[src/rtl/multicycle_control_fsm_pkg.sv]
// Shared definitions for the multicycle MIPS sequencer: state encodings, opcodes,
// datapath select codes and the per-state control word decode.
package multicycle_control_fsm_pkg;

    typedef enum logic [3:0] {
        S_IDLE      = 4'd0,
        S_FETCH     = 4'd1,
        S_DECODE    = 4'd2,
        S_MEM_ADDR  = 4'd3,
        S_MEM_READ  = 4'd4,
        S_MEM_WB    = 4'd5,
        S_MEM_WRITE = 4'd6,
        S_EXECUTE   = 4'd7,
        S_ALU_WB    = 4'd8,
        S_BRANCH    = 4'd9,
        S_JUMP      = 4'd10,
        S_ERROR     = 4'd11
    } state_t;

    localparam logic [5:0] OP_R   = 6'd0;
    localparam logic [5:0] OP_J   = 6'd2;
    localparam logic [5:0] OP_BEQ = 6'd4;
    localparam logic [5:0] OP_LW  = 6'd35;
    localparam logic [5:0] OP_SW  = 6'd43;

    localparam logic [1:0] ALUOP_ADD   = 2'b00;
    localparam logic [1:0] ALUOP_SUB   = 2'b01;
    localparam logic [1:0] ALUOP_FUNCT = 2'b10;

    localparam logic [1:0] SRCB_REG       = 2'b00;
    localparam logic [1:0] SRCB_FOUR      = 2'b01;
    localparam logic [1:0] SRCB_IMM       = 2'b10;
    localparam logic [1:0] SRCB_IMM_SHIFT = 2'b11;

    localparam logic [1:0] PCSRC_ALU    = 2'b00;
    localparam logic [1:0] PCSRC_ALUOUT = 2'b01;
    localparam logic [1:0] PCSRC_JUMP   = 2'b10;

    typedef struct packed {
        logic       iorD;
        logic       memRead;
        logic       memWrite;
        logic       irWrite;
        logic       regDst;
        logic       memtoReg;
        logic       regWrite;
        logic       aluSrcA;
        logic [1:0] aluSrcB;
        logic [1:0] aluOp;
        logic [1:0] pcSrc;
        logic       pcWrite;
        logic       branch;
        logic       instrDone;
        logic       error;
    } ctrl_t;

    // Moore decode: the control word depends on the state alone
    function automatic ctrl_t decodeState(input state_t s);
        ctrl_t c;
        c = '0;
        case (s)
            S_FETCH: begin
                c.memRead = 1'b1;
                c.irWrite = 1'b1;
                c.aluSrcB = SRCB_FOUR;
                c.pcWrite = 1'b1;
            end
            S_DECODE:    c.aluSrcB = SRCB_IMM_SHIFT;
            S_MEM_ADDR: begin
                c.aluSrcA = 1'b1;
                c.aluSrcB = SRCB_IMM;
            end
            S_MEM_READ: begin
                c.memRead = 1'b1;
                c.iorD    = 1'b1;
            end
            S_MEM_WB: begin
                c.memtoReg  = 1'b1;
                c.regWrite  = 1'b1;
                c.instrDone = 1'b1;
            end
            S_MEM_WRITE: begin
                c.memWrite  = 1'b1;
                c.iorD      = 1'b1;
                c.instrDone = 1'b1;
            end
            S_EXECUTE: begin
                c.aluSrcA = 1'b1;
                c.aluOp   = ALUOP_FUNCT;
            end
            S_ALU_WB: begin
                c.regDst    = 1'b1;
                c.regWrite  = 1'b1;
                c.instrDone = 1'b1;
            end
            S_BRANCH: begin
                c.aluSrcA   = 1'b1;
                c.aluOp     = ALUOP_SUB;
                c.pcSrc     = PCSRC_ALUOUT;
                c.branch    = 1'b1;
                c.instrDone = 1'b1;
            end
            S_JUMP: begin
                c.pcSrc     = PCSRC_JUMP;
                c.pcWrite   = 1'b1;
                c.instrDone = 1'b1;
            end
            S_ERROR:     c.error = 1'b1;
            default:     c = '0;
        endcase
        return c;
    endfunction

endpackage

[src/rtl/multicycle_control_fsm.sv]
// Multicycle MIPS control sequencer. Outputs are registered from the next-state
// decode so every enable is glitch-free for the whole state cycle.
module multicycle_control_fsm
    import multicycle_control_fsm_pkg::*;
#(
    parameter bit HALT_ON_ILLEGAL = 1'b1
) (
    input  logic       clock,
    input  logic       reset,
    input  logic [5:0] Opcode,
    input  logic       Zero,
    output logic       IorD,
    output logic       MemRead,
    output logic       MemWrite,
    output logic       IRWrite,
    output logic       RegDst,
    output logic       MemtoReg,
    output logic       RegWrite,
    output logic       ALUSrcA,
    output logic [1:0] ALUSrcB,
    output logic [1:0] ALUOp,
    output logic [1:0] PCSrc,
    output logic       PCEn,
    output logic       InstrDone,
    output logic       Error,
    output logic [3:0] State
);

    state_t state;
    state_t nextState;
    ctrl_t  ctrl;
    logic   isLoad;

    // State, control word and the lw/sw flag captured while the opcode is valid
    always_ff @(posedge clock) begin
        if (reset) begin
            state  <= S_IDLE;
            ctrl   <= '0;
            isLoad <= 1'b0;
        end else begin
            state <= nextState;
            ctrl  <= decodeState(nextState);
            if (state == S_DECODE && (Opcode == OP_LW || Opcode == OP_SW)) begin
                isLoad <= (Opcode == OP_LW);
            end
        end
    end

    always_comb begin
        nextState = state;
        case (state)
            S_IDLE:      nextState = S_FETCH;
            S_FETCH:     nextState = S_DECODE;
            S_DECODE: begin
                case (Opcode)
                    OP_R:         nextState = S_EXECUTE;
                    OP_LW, OP_SW: nextState = S_MEM_ADDR;
                    OP_BEQ:       nextState = S_BRANCH;
                    OP_J:         nextState = S_JUMP;
                    default:      nextState = HALT_ON_ILLEGAL ? S_ERROR : S_FETCH;
                endcase
            end
            S_MEM_ADDR:  nextState = isLoad ? S_MEM_READ : S_MEM_WRITE;
            S_MEM_READ:  nextState = S_MEM_WB;
            S_MEM_WB:    nextState = S_FETCH;
            S_MEM_WRITE: nextState = S_FETCH;
            S_EXECUTE:   nextState = S_ALU_WB;
            S_ALU_WB:    nextState = S_FETCH;
            S_BRANCH:    nextState = S_FETCH;
            S_JUMP:      nextState = S_FETCH;
            S_ERROR:     nextState = S_ERROR;
            default:     nextState = S_IDLE;
        endcase
    end

    assign IorD      = ctrl.iorD;
    assign MemRead   = ctrl.memRead;
    assign MemWrite  = ctrl.memWrite;
    assign IRWrite   = ctrl.irWrite;
    assign RegDst    = ctrl.regDst;
    assign MemtoReg  = ctrl.memtoReg;
    assign RegWrite  = ctrl.regWrite;
    assign ALUSrcA   = ctrl.aluSrcA;
    assign ALUSrcB   = ctrl.aluSrcB;
    assign ALUOp     = ctrl.aluOp;
    assign PCSrc     = ctrl.pcSrc;
    assign InstrDone = ctrl.instrDone;
    assign Error     = ctrl.error;
    assign State     = state;

    // Branch resolution is the only path allowed to see Zero combinationally
    assign PCEn = ctrl.pcWrite | (ctrl.branch & Zero);

endmodule

[config.mk]
export PLATFORM = sky130hd
export DESIGN_NAME = multicycle_control_fsm
export DESIGN_NICKNAME = d
export VERILOG_FILES = /design/src/rtl/multicycle_control_fsm_pkg.sv /design/src/rtl/multicycle_control_fsm.sv
export SDC_FILE = /design/constraint.sdc
export NUM_CORES = 1
export LEC_CHECK = 0
export ABC_AREA = 1
export BUFFER_PORTS_ARGS = -buffer_cell sky130_fd_sc_hd__buf_4
export CORE_MARGIN = 5
export CORE_UTILIZATION = 44
export DETAILED_ROUTE_END_ITERATION = 8
export PLACE_DENSITY = 0.74
export REMOVE_ABC_BUFFERS = 1
export SLEW_MARGIN = 10
export SYNTH_ARGS = -nofsm -noshare
export SYNTH_HDL_FRONTEND = slang
export SYNTH_SLANG_ARGS = --single-unit
[constraint.sdc]
create_clock -name clock -period 1.3 [get_ports clock]
set_input_delay 0.325 -clock clock [delete_from_list [all_inputs] [get_ports clock]]
set_output_delay 0.325 -clock clock [all_outputs]
set_load 0.05 [all_outputs]
# After elaboration in Yosys (flattened, before gate mapping)
# Index checks and enable logic that the tools add are counted.
# classes
n_eq_ne	26
mux	18
n_bitwise	2
reduce_logical	12
# ops
cell	count
$eq 4x3->1 const B	8
$eq 4x4->1 const B	8
$pmux 4 s7	1
$eq 4x2->1 const B	4
$pmux 4 s4	1
$eq 6x6->1 const B	2
$mux 1	12
$reduce_or 2->1	5
$eq 4x1->1 const B	2
$pmux 2 s2	2
$eq 6x2->1 const B	1
$eq 6x3->1 const B	1
$logic_not 6->1	1
$pmux 2 s3	1
$reduce_or 6->1	1
$reduce_or 5->1	1
$logic_not 4->1	1
$reduce_or 3->1	1
$mux 2	1
$and 1x1->1	1
$logic_and 1x1->1	1
$logic_or 1x1->1	1
$or 1x1->1	1
# totals
reg_bits	23
in_bits	9
output_inout_bits	21
wordCells	75

# Depth between registers and ports, before layout
# depth
depth_word	7
ltp_mapped	9
ltp_nobuf	9

# Least setup slack after synthesis
# OpenSTA, ideal clock, no wires.
# synth_timing
path_type	reg-to-reg
startpoint	register state[1] (netlist: State[1])
endpoint	register ctrl (netlist bit ALUSrcB[1])
setup_time_ps	116
t_arrival_ps	1468
required_ps	1184
setup_slack_ps	-283
path_stages_with_launch	7
n_path_buf	0
synth_period_minus_slack_ps	1583
cell_sequence	dfxtp_1 nand2_1 nor2_4 nand3_1 nand2_2 inv_1 and3_1
# synth_between
elab_chain_cells	5
word_cells_on_any_way	18
cone_classes	eq/ne: 14; mux: 2; reduce/logical: 2
# synth_rtl
element	line	source
start: declaration	multicycle_control_fsm.sv:29	state_t state;
start signal: assignment	multicycle_control_fsm.sv:41	state <= nextState;
$eq 4x4->1, or another cell as far along	multicycle_control_fsm.sv:51	case (state)
$reduce_or 6->1 (no source line)	n/a	
$pmux 4 s7 (*)	multicycle_control_fsm.sv:51	
$eq 4x2->1 or $eq 4x1->1 (tied branches)	multicycle_control_fsm_pkg.sv:61	case (s)
$pmux 2 s3 (*)	multicycle_control_fsm_pkg.sv:61	
end signal: assignment	multicycle_control_fsm.sv:42	ctrl <= decodeState(nextState);
end: declaration	multicycle_control_fsm.sv:31	ctrl_t ctrl;
# Every way passes the cells marked *; elsewhere a longest branch is shown, timed or not.
# A chain may end at the register's enable or synchronous reset.

# Worst setup path after layout
# layout_timing
startpoint	register state[2] (netlist: State[2])
endpoint	register ctrl (netlist bit ALUSrcB[1])
# Same word-level chain as after synthesis.

==> results.py <==
metrics = {
    "logic_synthesis": {
        "synthTopCellsByCount": "nor2_1, nand2_1, dfxtp_1, inv_1",
        "yosysMostFrequentCell": "nor2_1",
        "syn_inst": 130,
        "synth_area_leaders": "dfxtp_1, nor2_1, nand2_1",
        "syn-cell-area_um2": 957,
        "seq_area_frac_synth_pct": 43.9,
        "ys_async_sr_fraction_pct": 0,
        "yosysUniqueCellTypes": 24,
        "synth_edf_count": 0,
        "ys_warn_count": 0,
        "synth_top_area_share_pct": 43.9,
        "yosys.area.top_type": "dfxtp_1",
        "synth_flop_cell": "dfxtp_1",
        "synth_area_per_cell_um2": 7.36,
        "synth_seq_cells": 21,
    },
    "sta": {
        "tightest_slew_ns": 0.223,
        "slew_viol_final": 0,
        "timing.final.crit_period_ns": 1.31,
        "setup_viol": 3,
        "rsz0062_at_grt": "true",
        "slew_headroom_pct": 85.1,
        "worst_clock_skew_ns": 0.00468,
        "holdWs_ns": 0.233,
        "postLayoutSetupSlackWorst_ns": -0.0140,
        "finalHoldViolations": 0,
        "layout_worst_path_cycle_share_pct": 101,
        "fmax_mhz": 761,
    },
    "power_and_ir_drop": {
        "irDropWorstVdd_mv": 1.12,
        "seqPwrFrac_pct": 35.8,
        "p_total_mw": 2.26,
        "power_density_nw_per_um2": 1690,
        "p_leak_nw": 0.671,
        "p_clk_share_pct": 13.4,
        "switching_share_pct": 44.8,
        "combPwrFrac_pct": 50.7,
        "cell_internal_pwr_mw": 1.25,
        "switching_power_mw": 1.01,
    },
    "finish": {
        "drive_gt1_share_pct": 42.8,
        "antenna_cells": 0,
        "final_cell_area_um2": 1340,
        "multi_input_area_um2": 439,
        "largest_reg_flops": 4,
        "regArea_um2": 434,
        "final_nets": 176,
        "nFillCells": 183,
        "stdcell_count": 193,
        "areaGrowthSynthToFinish_pct": 39.9,
    },
    "critical_path": {
        "crit_top_cell": "nor2_4",
        "cp_cell_sequence": "nor2_4 -> inv_2 -> nor2_4 -> nand3_2 -> nand2_2 -> inv_1 -> and3_1",
        "crit_slowest_cell": "dfxtp_4",
        "required_ns": 1.51,
        "critPathMaxStageDelay_ns": 0.39,
        "cp_max_fo": 6,
        "worstPathArrival_ns": 1.52,
        "cp-start-kind": "flip-flop",
        "critPathCaptureType": "flip-flop",
        "crit_type": "reg2reg",
    },
    "worst_hold_path": {
        "hp-class": "in2reg",
    },
    "global_routing": {
        "grt_pass1_wl_um": 3590,
        "grt_max_degree": 13,
        "track_usage_pct": 14.3,
        "overflow": 0,
        "first_global_vias": 835,
        "antenna_found_initial": 0,
    },
    "detailed_routing": {
        "avgRoutedWirePerCell_um": 11.8,
        "drc_errors": 0,
        "via_count": 939,
        "dr.pass1.iters": 4,
        "routed_wl_um": 2270,
        "drt_iter0_markers": 10,
        "avgViaCountPerCell": 4.87,
        "ant_nets": 0,
    },
    "clock_tree": {
        "cts_tree": "yes",
        "clk_pin_slew_worst_paths_ns": 0.11,
        "clock-sinks": 21,
        "cts_inserted_buffers": 3,
        "clockBufferDepth": 2,
        "htree_levels": 1,
        "clk_latency_ns": 0.30,
        "cts_root_buf": "clkbuf_4",
    },
    "floorplanning": {
        "num_io_pins": 30,
        "fp.dieW_um": 56.6,
        "start_util_pct": 47.3,
        "coreArea_um2": 2020,
        "fp.dieH_um": 56.6,
        "row_count": 16,
        "dieArea_um2": 3210,
    },
    "placed_design": {
        "place.gp.congestion": 0.870,
        "dp_hpwl_um": 1780,
        "place_area_um2": 1180,
        "place_ws_ns": -0.0483,
        "numPortBuffers": 29,
        "dp.cells": 182,
    },
    "job": {
        "cap_violations": 0,
    },
    "run_status": {
        "status": "complete, but fails checks",
        "violations": "setup timing",
    },
}
## final timing paths
check / depth (start not counted) / to / slack (ns) / start
worst max register to register: 7 / ALUSrcB[1]$_SDFF_PP0_ / -0.01 / State[2]$_SDFF_PP0_
worst min-delay path: 2 / State[0]$_SDFF_PP0_ / 0.23 / reset
worst max-delay path: 7 / ALUSrcB[1]$_SDFF_PP0_ / -0.01 / State[2]$_SDFF_PP0_
worst min register to register: 2 / isLoad$_SDFFE_PP0P_ / 0.55 / isLoad$_SDFFE_PP0P_
## power by group through the flow
stage          clock network, mW  registers (mW)  logic, mW
6_report                   0.304           0.810       1.15
5_1_grt                    0.344           0.824       1.22
4_1_cts                    0.315           0.803       1.04
3_5_place_dp                   0           0.811       1.01
3_3_place_gp                   0           0.805       1.00
2_1_floorplan                  0            1.11      0.423
## worst max-delay path, delay by kind of cell (launching register included)
family	cells	cell delay, ns
buffers and inverters	2	0.15
AND/OR/NAND/NOR	5	0.66
flip-flops	1	0.39
## cell type report
class	count	share of cell area (%)
Clock buffer	3	1.68
Inverter	20	5.79
Multi-Input combinational cell	83	32.8
Timing Repair Buffer	38	24.4
Sequential cell	21	32.4
Clock inverter	1	0.374
Tap cell	27	2.52
## cells in the final DEF (no fill, tap or decap), types with 2 or more instances in the layout
| cell type | Yosys | routed |
|---|---|---|
| buf_4 | 6 | 30 |
| nor2_1 | 25 | 23 |
| nand2_1 | 23 | 20 |
| inv_1 | 17 | 17 |
| dfxtp_1 | 21 | 16 |
| nand2_2 | 6 | 8 |
| nand3_1 | 6 | 5 |
| buf_6 | 0 | 5 |
| nand3_2 | 3 | 4 |
| dfxtp_4 | 0 | 3 |
| nor2_4 | 3 | 3 |
| o21ai_0 | 3 | 3 |
| nor2_2 | 1 | 3 |
| clkbuf_4 | 0 | 3 |
| buf_8 | 0 | 3 |
| dfxtp_2 | 0 | 2 |
| inv_2 | 3 | 2 |
| a21oi_1 | 2 | 2 |
## layer usage
| layer | GRT usage (%) | vias up | share of wire [%] |
|---|---|---|---|
| li1 | - | 471 | - |
| met1 | 16.5 | 425 | 39 |
| met2 | 23.6 | 34 | 50 |
| met3 | 4.13 | 9 | 7.6 |
| met4 | 7.46 | 0 | 2.9 |
| met5 | 0 | - | 0 |
## kinds of logic after synthesis
family,Yosys count,synth area share (%)
buf+inv,26,12.5
compound gates,11,7.06
simple gates,72,36.5
flops,21,43.9
## per-stage QoR
stage	TNS (ns)	util (%)
after global placement	0	58.3
after floorplan	-3.78	-
after detailed placement	-0.240	58.3
final	-0.0256	66.2
after global routing	-0.581	66.2
after CTS	-0.00651	61.4
## repair_timing
item                                    in CTS  in global routing
pin swaps                                    1                  2
endpoints found under the setup margin       8                 19
setup buffers                                1                  6
cloned                                       0                  0
gates resized for setup                     11                 16
hold buffers                                 0                  0
Note: power is estimated with default switching activity, not from simulation.
